[src/rtl/gb_conv_pkg.sv]
// Shared constants and helpers for the Gray/binary conversion pipeline.
// Imported by gb_conv_stage and gray_bin_conv_pipe.
package gb_conv_pkg;

  localparam logic MODE_G2B = 1'b0;
  localparam logic MODE_B2G = 1'b1;

  function automatic int ceil_div(input int a, input int b);
    return (a + b - 1) / b;
  endfunction

  function automatic logic [63:0] bin2gray(input logic [63:0] d);
    return d ^ (d >> 1);
  endfunction

endpackage

[src/rtl/gb_conv_stage.sv]
// One pipeline register of the converter; resolves G2B bits [HI:LO].
// Carries the adjacency flag when GB_ADJ_CHECK_EN is defined.
module gb_conv_stage
  import gb_conv_pkg::*;
#(
  parameter int WIDTH = 8,
  parameter int HI    = 7,
  parameter int LO    = 0,
  parameter bit FIRST = 1'b0
) (
  input  logic             clk,
  input  logic             rst_n,
  input  logic             valid_i,
  output logic             ready_o,
  input  logic [WIDTH-1:0] data_i,
  input  logic             mode_i,
`ifdef GB_ADJ_CHECK_EN
  input  logic             flag_i,
  output logic             flag_o,
`endif
  output logic             valid_o,
  input  logic             ready_i,
  output logic [WIDTH-1:0] data_o,
  output logic             mode_o
);

  logic             valid_q;
  logic             mode_q;
  logic [WIDTH-1:0] data_q;
  logic [WIDTH-1:0] data_d;
  logic             load;

  assign load    = !valid_q || ready_i;
  assign ready_o = load;

  // Bits above HI arrive already binary; bit i uses resolved bit i+1.
  always_comb begin
    data_d = data_i;
    if (mode_i == MODE_B2G) begin
      if (FIRST) data_d = WIDTH'(bin2gray(64'(data_i)));
    end else begin
      for (int i = WIDTH - 2; i >= 0; i--) begin
        if (i <= HI && i >= LO) data_d[i] = data_d[i+1] ^ data_i[i];
      end
    end
  end

  always_ff @(posedge clk or negedge rst_n) begin
    if (!rst_n) begin
      valid_q <= 1'b0;
      data_q  <= '0;
      mode_q  <= 1'b0;
    end else if (load) begin
      valid_q <= valid_i;
      if (valid_i) begin
        data_q <= data_d;
        mode_q <= mode_i;
      end
    end
  end

`ifdef GB_ADJ_CHECK_EN
  logic flag_q;

  always_ff @(posedge clk or negedge rst_n) begin
    if (!rst_n) flag_q <= 1'b0;
    else if (load && valid_i) flag_q <= flag_i;
  end

  assign flag_o = flag_q;
`endif

  assign valid_o = valid_q;
  assign data_o  = data_q;
  assign mode_o  = mode_q;

endmodule

[src/rtl/gray_bin_conv_pipe.sv]
// Pipelined bidirectional Gray/binary converter with valid/ready flow.
// Optional adjacency checker enabled by GB_ADJ_CHECK_EN.
module gray_bin_conv_pipe
  import gb_conv_pkg::*;
#(
  parameter int WIDTH  = 8,
  parameter int STAGES = 2
) (
  input  logic             clk,
  input  logic             rst_n,
  input  logic             in_valid,
  output logic             in_ready,
  input  logic [WIDTH-1:0] in_data,
  input  logic             in_mode,
  output logic             out_valid,
  input  logic             out_ready,
  output logic [WIDTH-1:0] out_data,
  output logic             out_mode
`ifdef GB_ADJ_CHECK_EN
  ,
  output logic             out_adj_err
`endif
);

  localparam int CH = ceil_div(WIDTH, STAGES);

  logic [STAGES:0] vld;
  logic [STAGES:0] rdy;
  logic [STAGES:0] mod;
  logic [WIDTH-1:0] dat [STAGES+1];

  assign vld[0]      = in_valid;
  assign dat[0]      = in_data;
  assign mod[0]      = in_mode;
  assign rdy[STAGES] = out_ready;
  assign in_ready    = rst_n && rdy[0];

`ifdef GB_ADJ_CHECK_EN
  logic [STAGES:0]  flg;
  logic [WIDTH-1:0] hist_q;
  logic             seen_q;
  logic             g2b_acc;

  assign g2b_acc = in_valid && in_ready && (in_mode == MODE_G2B);
  assign flg[0]  = seen_q && (in_mode == MODE_G2B) &&
                   ($countones(in_data ^ hist_q) != 1);

  always_ff @(posedge clk or negedge rst_n) begin
    if (!rst_n) begin
      hist_q <= '0;
      seen_q <= 1'b0;
    end else if (g2b_acc) begin
      hist_q <= in_data;
      seen_q <= 1'b1;
    end
  end

  assign out_adj_err = flg[STAGES];
`endif

  for (genvar s = 0; s < STAGES; s++) begin : g_stage
    localparam int HI = WIDTH - 1 - s * CH;
    localparam int LO = (WIDTH - (s + 1) * CH > 0) ?
                        WIDTH - (s + 1) * CH : 0;

    gb_conv_stage #(
      .WIDTH (WIDTH),
      .HI    (HI),
      .LO    (LO),
      .FIRST (s == 0)
    ) u_stage (
      .clk     (clk),
      .rst_n   (rst_n),
      .valid_i (vld[s]),
      .ready_o (rdy[s]),
      .data_i  (dat[s]),
      .mode_i  (mod[s]),
`ifdef GB_ADJ_CHECK_EN
      .flag_i  (flg[s]),
      .flag_o  (flg[s+1]),
`endif
      .valid_o (vld[s+1]),
      .ready_i (rdy[s+1]),
      .data_o  (dat[s+1]),
      .mode_o  (mod[s+1])
    );
  end

  assign out_valid = vld[STAGES];
  assign out_data  = dat[STAGES];
  assign out_mode  = mod[STAGES];

endmodule

[config.mk]
export PLATFORM = sky130hd
export DESIGN_NAME = gray_bin_conv_pipe
export DESIGN_NICKNAME = d
export VERILOG_FILES = /design/src/rtl/gb_conv_pkg.sv /design/src/rtl/gb_conv_stage.sv /design/src/rtl/gray_bin_conv_pipe.sv
export SDC_FILE = /design/constraint.sdc
export NUM_CORES = 1
export LEC_CHECK = 0
export BUFFER_PORTS_ARGS = -buffer_cell sky130_fd_sc_hd__buf_2
export CORE_MARGIN = 4
export CORE_UTILIZATION = 51
export CTS_BUF_LIST = sky130_fd_sc_hd__clkbuf_4 sky130_fd_sc_hd__clkbuf_8 sky130_fd_sc_hd__clkbuf_16
export DETAILED_ROUTE_END_ITERATION = 8
export MAX_ROUTING_LAYER = met4
export PLACE_DENSITY = 0.77
export SYNTH_ARGS = -nofsm -noshare
export SYNTH_HDL_FRONTEND = slang
export SYNTH_SLANG_ARGS = --single-unit
[constraint.sdc]
create_clock -name clk -period 2 [get_ports clk]
set_input_delay 0.1 -clock clk [delete_from_list [all_inputs] [get_ports clk]]
set_output_delay 0.1 -clock clk [all_outputs]
set_load 0.05 [all_outputs]
After elaboration in Yosys (flattened, before gate mapping)
Index checks and enable logic that the tools add are counted.
{ "word_totals": {"ff_bits": 20, "input_bits": 13, "output_inout_bits": 11, "wordCells": 30} }
{ "classes": {"mux": 9, "n_bitwise": 8, "reduce_logical": 7} }
{ "op_table": {"columns": ["operator", "count"], "rows": [
  ["4-bit two-way mux", 2],
  ["8-bit by 7-bit bitwise XOR with 8-bit output", 1],
  ["1-bit bitwise XOR", 7],
  ["1-bit two-way mux", 6],
  ["2-bit AND reduction", 2],
  ["3-bit two-way mux", 1],
  ["1-bit zero test", 2],
  ["1-bit logical OR", 2],
  ["1-bit logical AND", 1]
]} }

Longest topological paths before layout
Gate-level depths: netlist of the first run.
{ "logic_depth": {"ltp_word": 8, "ltp_mapped": 5, "ltp_nobuf": 4} }

By module
Synthesis of the first run repeated with hierarchy kept, for this count alone.
{ "hier_totals": {"hier_cells": 78, "hier_area_um2": 960.9} }
{ "by_module_without_submodules": {"columns": ["mod", "instances", "cells_each", "area_each_um2", "seq_area_each_um2"], "rows": [
  ["gb_conv_stage (g_stage[0].u_stage)", 1, 39, 495.5, 250.2],
  ["gb_conv_stage (g_stage[1].u_stage)", 1, 38, 459.2, 250.2],
  ["gray_bin_conv_pipe", 1, 1, 6.3, 0.0]
]} }

Least setup slack after synthesis of the first run
OpenSTA, ideal clock, no wires.
{ "synth_path": {"path_kind": "flip-flop to flip-flop", "start": "register g_stage[1].u_stage.valid_q", "end": "register g_stage[1].u_stage.data_q[4]", "t_arrival_ns": 1.547, "required_time_ns": 1.875, "slack_ns": 0.328, "stages_incl_launch_ff": 5, "period_less_slack_ns": 1.672, "cell_sequence": "dfrtp_1 nand2b_1 nand2_1 clkbuf_1 mux2_2"} }
{ "synth_between": {"elab_chain_len": 3} }
{ "synth_rtl": {"columns": ["element", "line", "rtl"], "rows": [
  ["from (decl)", "gb_conv_stage.sv:27", "logic valid_q;"],
  ["from (signal assigned)", "gb_conv_stage.sv:54", "valid_q <= valid_i;"],
  ["1-bit zero test", "gb_conv_stage.sv:33", "assign load = !valid_q || ready_i;"],
  ["1-bit logical OR", "gb_conv_stage.sv:33", null],
  ["2-bit AND reduction (no line)", null, null],
  ["to (signal assigned)", "gb_conv_stage.sv:56", "data_q <= data_d;"],
  ["to (decl)", "gb_conv_stage.sv:29", "logic [WIDTH-1:0] data_q;"]
]} }
No other way between the ends.
A chain may end at the register's enable or synchronous reset.

Worst setup path in the final report of the first run
{ "layout_path": {"start": "register g_stage[0].u_stage.data_q[3]", "end": "register g_stage[1].u_stage.data_q[0]"} }
{ "layout_between": {"elab_chain_len": 8} }
{ "layout_rtl": {"columns": ["element", "line", "rtl"], "rows": [
  ["from (decl)", "gb_conv_stage.sv:29", null],
  ["from (signal assigned)", "gb_conv_stage.sv:56", null],
  ["1-bit bitwise XOR", "gb_conv_stage.sv:43", "if (i <= HI && i >= LO) data_d[i] = data_d[i+1] ^ data_i[i];"],
  ["1-bit two-way mux", "gb_conv_stage.sv:39", "if (mode_i == MODE_B2G) begin"],
  ["1-bit bitwise XOR", "gb_conv_stage.sv:43", null],
  ["1-bit two-way mux", "gb_conv_stage.sv:39", null],
  ["1-bit bitwise XOR", "gb_conv_stage.sv:43", null],
  ["1-bit two-way mux", "gb_conv_stage.sv:39", null],
  ["1-bit bitwise XOR", "gb_conv_stage.sv:43", null],
  ["4-bit two-way mux", "gb_conv_stage.sv:39", null]
]} }
No other way between the ends. The select of a mux whose other input is x is not followed.

==> results_dict.tcl, run 1 <==
set metrics [dict create \
    status "finished clean" \
    synth_warnings 0 \
    synth_largest_area_cell "dfrtp_1" \
    multi_input_area_um2 423 \
    stdcell_count 140 \
    numCtsBuffers 3 \
    via_per_inst 4.78 \
    dp_cells 135 \
    worst_pin_slew_ps 435 \
    p_sw_mw 0.539 \
    gp_congestion 0.746 \
    met1_usage_pct 17.2 \
    port_buffers 23 \
    cts_hold_buf 1 \
    critPathCaptureType "flop" \
    p_leak_nw 0.539 \
    cp.arrival_ps 1840 \
    setup_viol 0 \
    vias 669 \
    drive_gt1_share_pct 28.7 \
    p_seq_share_pct 42.6 \
    cts.sinks 20 \
    cts.clk_slew.worst_paths_ps 100 \
    swShare_pct 41.0 \
    fin_crit_sh_pct 80.1 \
    rsz0062_at_grt "false" \
    intPower_mw 0.776 \
    synth_most_common_cell "nand2_1" \
    fin_worst_skew_ps 0.611 \
    ys_seq_area_share_pct 50.5 \
    yosysTopAreaCellShare_pct 50.5 \
    gr-total-overflow 0 \
    grtUsageMet2_pct 22.2 \
    crit_type "flop to flop" \
    powerDensity_mw_per_mm2 1180 \
    clock.fmax_mhz 624 \
    syn2layout_area_growth_pct 12.6 \
    max-vdd-ir-drop_mv 0.527 \
    die_area_mm2 0.00271 \
    gr-usage-met3_pct 2.58 \
    antenna_found_initial 0 \
    fillers 155 \
    wire_per_inst_um 11.5 \
    top_usage_layer "met2" \
    antenna_cells 0 \
    ys_top_cells_by_count "23 x nand2_1, 20 x dfrtp_1, 10 x o21ai_0, 8 x buf_4" \
    slew_headroom_pct 71.0 \
    grt_max_degree 22 \
    core_area_mm2 0.00178 \
    worstPathMaxFanout 4 \
    drc 0 \
    dpl_cell_area_mm2 0.00107 \
    grt_pass1_vias 642 \
    ys_types 17 \
    io_pins 24 \
    layout.area.seq_um2 500 \
    tritoncts "done" \
    clk_latency_ps 290 \
    wl_um 1600 \
    synthesis.area_um2 991 \
    drv_cap 0 \
    die_h_um 52.1 \
    netlist_top_cells_area "dfrtp_1 51%, nand2_1 8.7%, xnor2_1 6.2%" \
    grt_usage_pct 14.1 \
    clk_path_buf_depth 2 \
    detail-route-antenna-nets 0 \
    start_util_pct 55.6 \
    async_flop_share_pct 100 \
    firstDrtPassIters 4 \
    setup-tns-final_ps 0 \
    stdcell_area_mm2 0.00112 \
    htree_levels 1 \
    grt_pass1_wl_um 2750 \
    drtIter0Drc 2 \
    avgSynthCellArea_um2 10.2 \
    min_period_ps 1600 \
    cp.required_ps 2240 \
    rows 15 \
    cts_resized 0 \
    syn-num-nets 110 \
    dp_hpwl_um 1250 \
    clkPwrFrac_pct 17.3 \
    worstSetupStartpointType "flop" \
    drv_slew 0 \
    finalHoldViolCount 0 \
    fin_nets 129 \
    postCtsSetupRepairBufs 0 \
    hold_path.class "input port to flop" \
    combPwrFrac_pct 40.2 \
    fp.dieW_um 52.1 \
    synth-edff-count 0 \
    synthFlopType "dfrtp_1" \
    ys_ff_latch 20 \
    cts_root_buf "clkbuf_4" \
    synthCells 97 \
]
## metal layers
metal | vias to the layer above | wire length [um]
met5 | - | 0
met4 | 0 | 37
met3 | 4 | 91
met2 | 23 | 736
met1 | 298 | 738
li1 | 344 | -
## path summary, 6_finish.rpt
path,from,to,slack [ps],depth (start not counted)
hold reg to reg,g_stage[1].u_stage.data_o[3],g_stage[1].u_stage.data_o[3],490,2
setup reg to reg,g_stage[0].u_stage.data_o[3],g_stage[1].u_stage.data_o[0],400,4
hold / removal,in_valid,g_stage[0].u_stage.valid_o,10,2
min in group asynchronous,rst_n,g_stage[1].u_stage.data_o[7],270,2
max in group asynchronous,rst_n,g_stage[0].u_stage.data_o[2],1430,2
setup / recovery,g_stage[0].u_stage.data_o[3],g_stage[1].u_stage.data_o[0],400,4
## cell usage in the layout (no fill, tap or decap)
cell,synthesis,routed
o2111ai_1,1,1
dfrtp_1,20,20
nor2_1,3,3
nand2b_1,3,3
dlygate4sd3_1,0,1
clkbuf_4,0,3
clkbuf_8,0,1
xor2_1,7,7
nand3_1,1,1
and2_1,2,2
xnor3_2,1,1
mux2_2,5,5
buf_2,0,23
nand3b_1,1,1
nand2_1,23,23
nor2b_1,2,2
xnor2_1,7,7
o21ai_0,10,10
or4_1,1,1
## power groups by stage
stage	logic [mW]	clock network (mW)	registers, mW
3_3_place_gp	0.526	0	0.562
3_5_place_dp	0.532	0	0.570
4_1_cts	0.535	0.237	0.561
5_1_grt	0.559	0.255	0.573
6_report	0.528	0.227	0.560
2_1_floorplan	0.480	0	0.578
## metrics by stage
stage	total power, mW	utilization, %	worst slack, ps	hold WS [ps]
finish	1.32	62.6	399	11.1
global route	1.39	62.6	313	7.04
CTS	1.33	62.6	388	4.01
detailed placement	1.10	60.0	422	62.7
global placement	1.09	60.0	466	61.1
floorplan	1.06	-	328	-196
## state kept, by name, indices dropped and copies added, names as in the netlist
register,cells
g_stage.u_stage.mode_o,2
g_stage.u_stage.data_o,16
g_stage.u_stage.valid_o,2
## logic make-up (layout without fill, tap and decap cells)
family,after synthesis,count (layout),share of synthesized area [%]
compound gates,11,11,5.93
buf+inv,10,28,6.82
simple gates,36,36,16.3
flops,20,20,50.5
xor+xnor,15,15,14.8
mux,5,5,5.68
## area by class of cell
type,count,area share (%)
Multi-Input combinational cell,67,37.9
Sequential cell,20,44.8
Timing Repair Buffer,24,11.2
Tap cell,25,2.80
Clock buffer,4,3.25
## critical path, cell delays in order (launching register included)
cell     delay [ps]
dfrtp_1         440
xnor3_2         460
xor2_1          160
or4_1           400
nand3_1          90
(Power assumes the default switching activity.)
==> inputs of run 2 (changes only) <==
Clock period 2 ns to 1.6 ns, I/O delays scaled along.
==> run 2 against run 1 <==
- clock power up 26%
- clock-buffer cell count unchanged
- non-clock buffer count up 6
- via count up 1.6%
- final cell count up 4.3%
- fmax up 5.9%
- clock skew up 2.0 ps
- total power up 27%
- sequential power up 23%
- largest power group unchanged
==> results_dict.tcl, run 2 (synthesis results as in run 1) <==
set metrics [dict create \
    status "finished clean" \
    fin_crit_sh_pct 94.5 \
    port_buffers 23 \
    cts_root_buf "clkbuf_4" \
    rsz0062_at_grt "false" \
    core_area_mm2 0.00178 \
    drv_slew 0 \
    worstSetupStartpointType "flop" \
    tritoncts "done" \
    syn2layout_area_growth_pct 17.8 \
    fin_nets 135 \
    finalPower_mw 1.67 \
    drive_gt1_share_pct 31.4 \
    numCtsBuffers 3 \
    min_period_ps 1510 \
    fp.dieW_um 52.1 \
    postCtsSetupRepairBufs 0 \
    drc 0 \
    grt_max_degree 21 \
    cp_num_buf_inv 0 \
    die_h_um 52.1 \
    mostFrequentLayoutCells "23 x nand2_1, 23 x buf_2, 19 x dfrtp_1" \
    grt_pass1_wl_um 2750 \
    vias 680 \
    cp.required_ps 1840 \
    firstDrtPassIters 4 \
    cp.arrival_ps 1760 \
    min_path_cells 3 \
    start_util_pct 55.6 \
    hold_path.class "input port to flop" \
    powerDensity_mw_per_mm2 1430 \
    cts.sinks 20 \
    wire_per_inst_um 10.9 \
    drv_cap 0 \
    setup_viol 0 \
    dp_hpwl_um 1230 \
    rows 15 \
    io_pins 24 \
    gr-total-overflow 0 \
    htree_levels 1 \
    critPathCaptureType "flop" \
    worstPathMaxFanout 2 \
    worstPathCellList "xnor3_2 -> xor2_1 -> or4_1 -> nand3_1" \
    crit_type "flop to flop" \
    cpPeakStageDelay_ps 440 \
    gp_congestion 0.766 \
    worst_pin_slew_ps 420 \
    antenna_cells 0 \
    grt_pass1_vias 637 \
    max-vdd-ir-drop_mv 0.597 \
    wl_um 1590 \
    slew_headroom_pct 72.0 \
    via_per_inst 4.66 \
    die_area_mm2 0.00271 \
    clk_path_buf_depth 2 \
    cts_hold_buf 3 \
    largest_reg_flops 16 \
    clk_latency_ps 300 \
    cts_resized 0 \
    drtIter0Drc 6 \
    critPathSlowestCell "xnor3_2" \
    cp_num_cells 4 \
    grt_usage_pct 14.5 \
    detail-route-antenna-nets 0 \
    cp_top_family "XOR/XNOR gates" \
    fin_worst_skew_ps 2.57 \
    antenna_found_initial 0 \
    setup-tns-final_ps 0 \
    p_leak_nw 0.566 \
    finalHoldViolCount 0 \
    clock.fmax_mhz 661 \
    rr_worst_depth 4 \
    cts.clk_slew.worst_paths_ps 100 \
]
## run 2: tightest hold or removal path, cell delays in order
cell     delay, ps
buf_2          140
nand2_1         70
nand2_1         40
## run 2: routing by layer
metal / wire length (um) / track usage, % / share of wire [%] / vias to the layer above
li1: - / - / - / 356
met1: 739 / 18.3 / 47 / 297
met4: 56 / 10.5 / 3.5 / 0
met3: 97 / 2.58 / 6.1 / 5
met5: 0 / - / 0 / -
met2: 691 / 20.7 / 44 / 22
## run 2: report_power, final
part | total [mW] | internal (mW) | switching (mW)
combinational | 0.691 | 0.229 | 0.462
clock | 0.287 | 0.139 | 0.148
sequential | 0.691 | 0.623 | 0.0687
total | 1.67 | 0.991 | 0.679
## run 2: final timing paths
kind	start	endpoint	slack [ps]
max	g_stage[0].u_stage.data_o[3]	g_stage[1].u_stage.data_o[0]	90
min	in_mode	g_stage[0].u_stage.mode_o	50
max reg2reg	g_stage[0].u_stage.data_o[3]	g_stage[1].u_stage.data_o[0]	90
min reg2reg	g_stage[1].u_stage.data_o[1]	g_stage[1].u_stage.data_o[1]	480
max in group asynchronous	rst_n	g_stage[1].u_stage.valid_o	1120
min in group asynchronous	rst_n	g_stage[0].u_stage.data_o[1]	260
## run 2: final cells by class
cell class                 instances  area [um2]
clock buffer                       4        36.3
fill                             153         616
multi-input combinational         67         423
sequential                        20         502
tap                               25        31.3
timing repair buffer              30         175
## run 2: stage by stage
stage                     setup WS [ps]  std cells  instance area, um2  utilization, %  hold WS [ps]
final                              87.7        146                1170            65.5          54.2
after global routing               10.5        146                1170            65.5          67.2
after CTS                          86.7        146                1170            65.5          40.2
after detailed placement            115        139                1100            61.8          62.9
after global placement              157        139                1100            61.8          63.6
after floorplan                    79.6         97                 992               -          -216
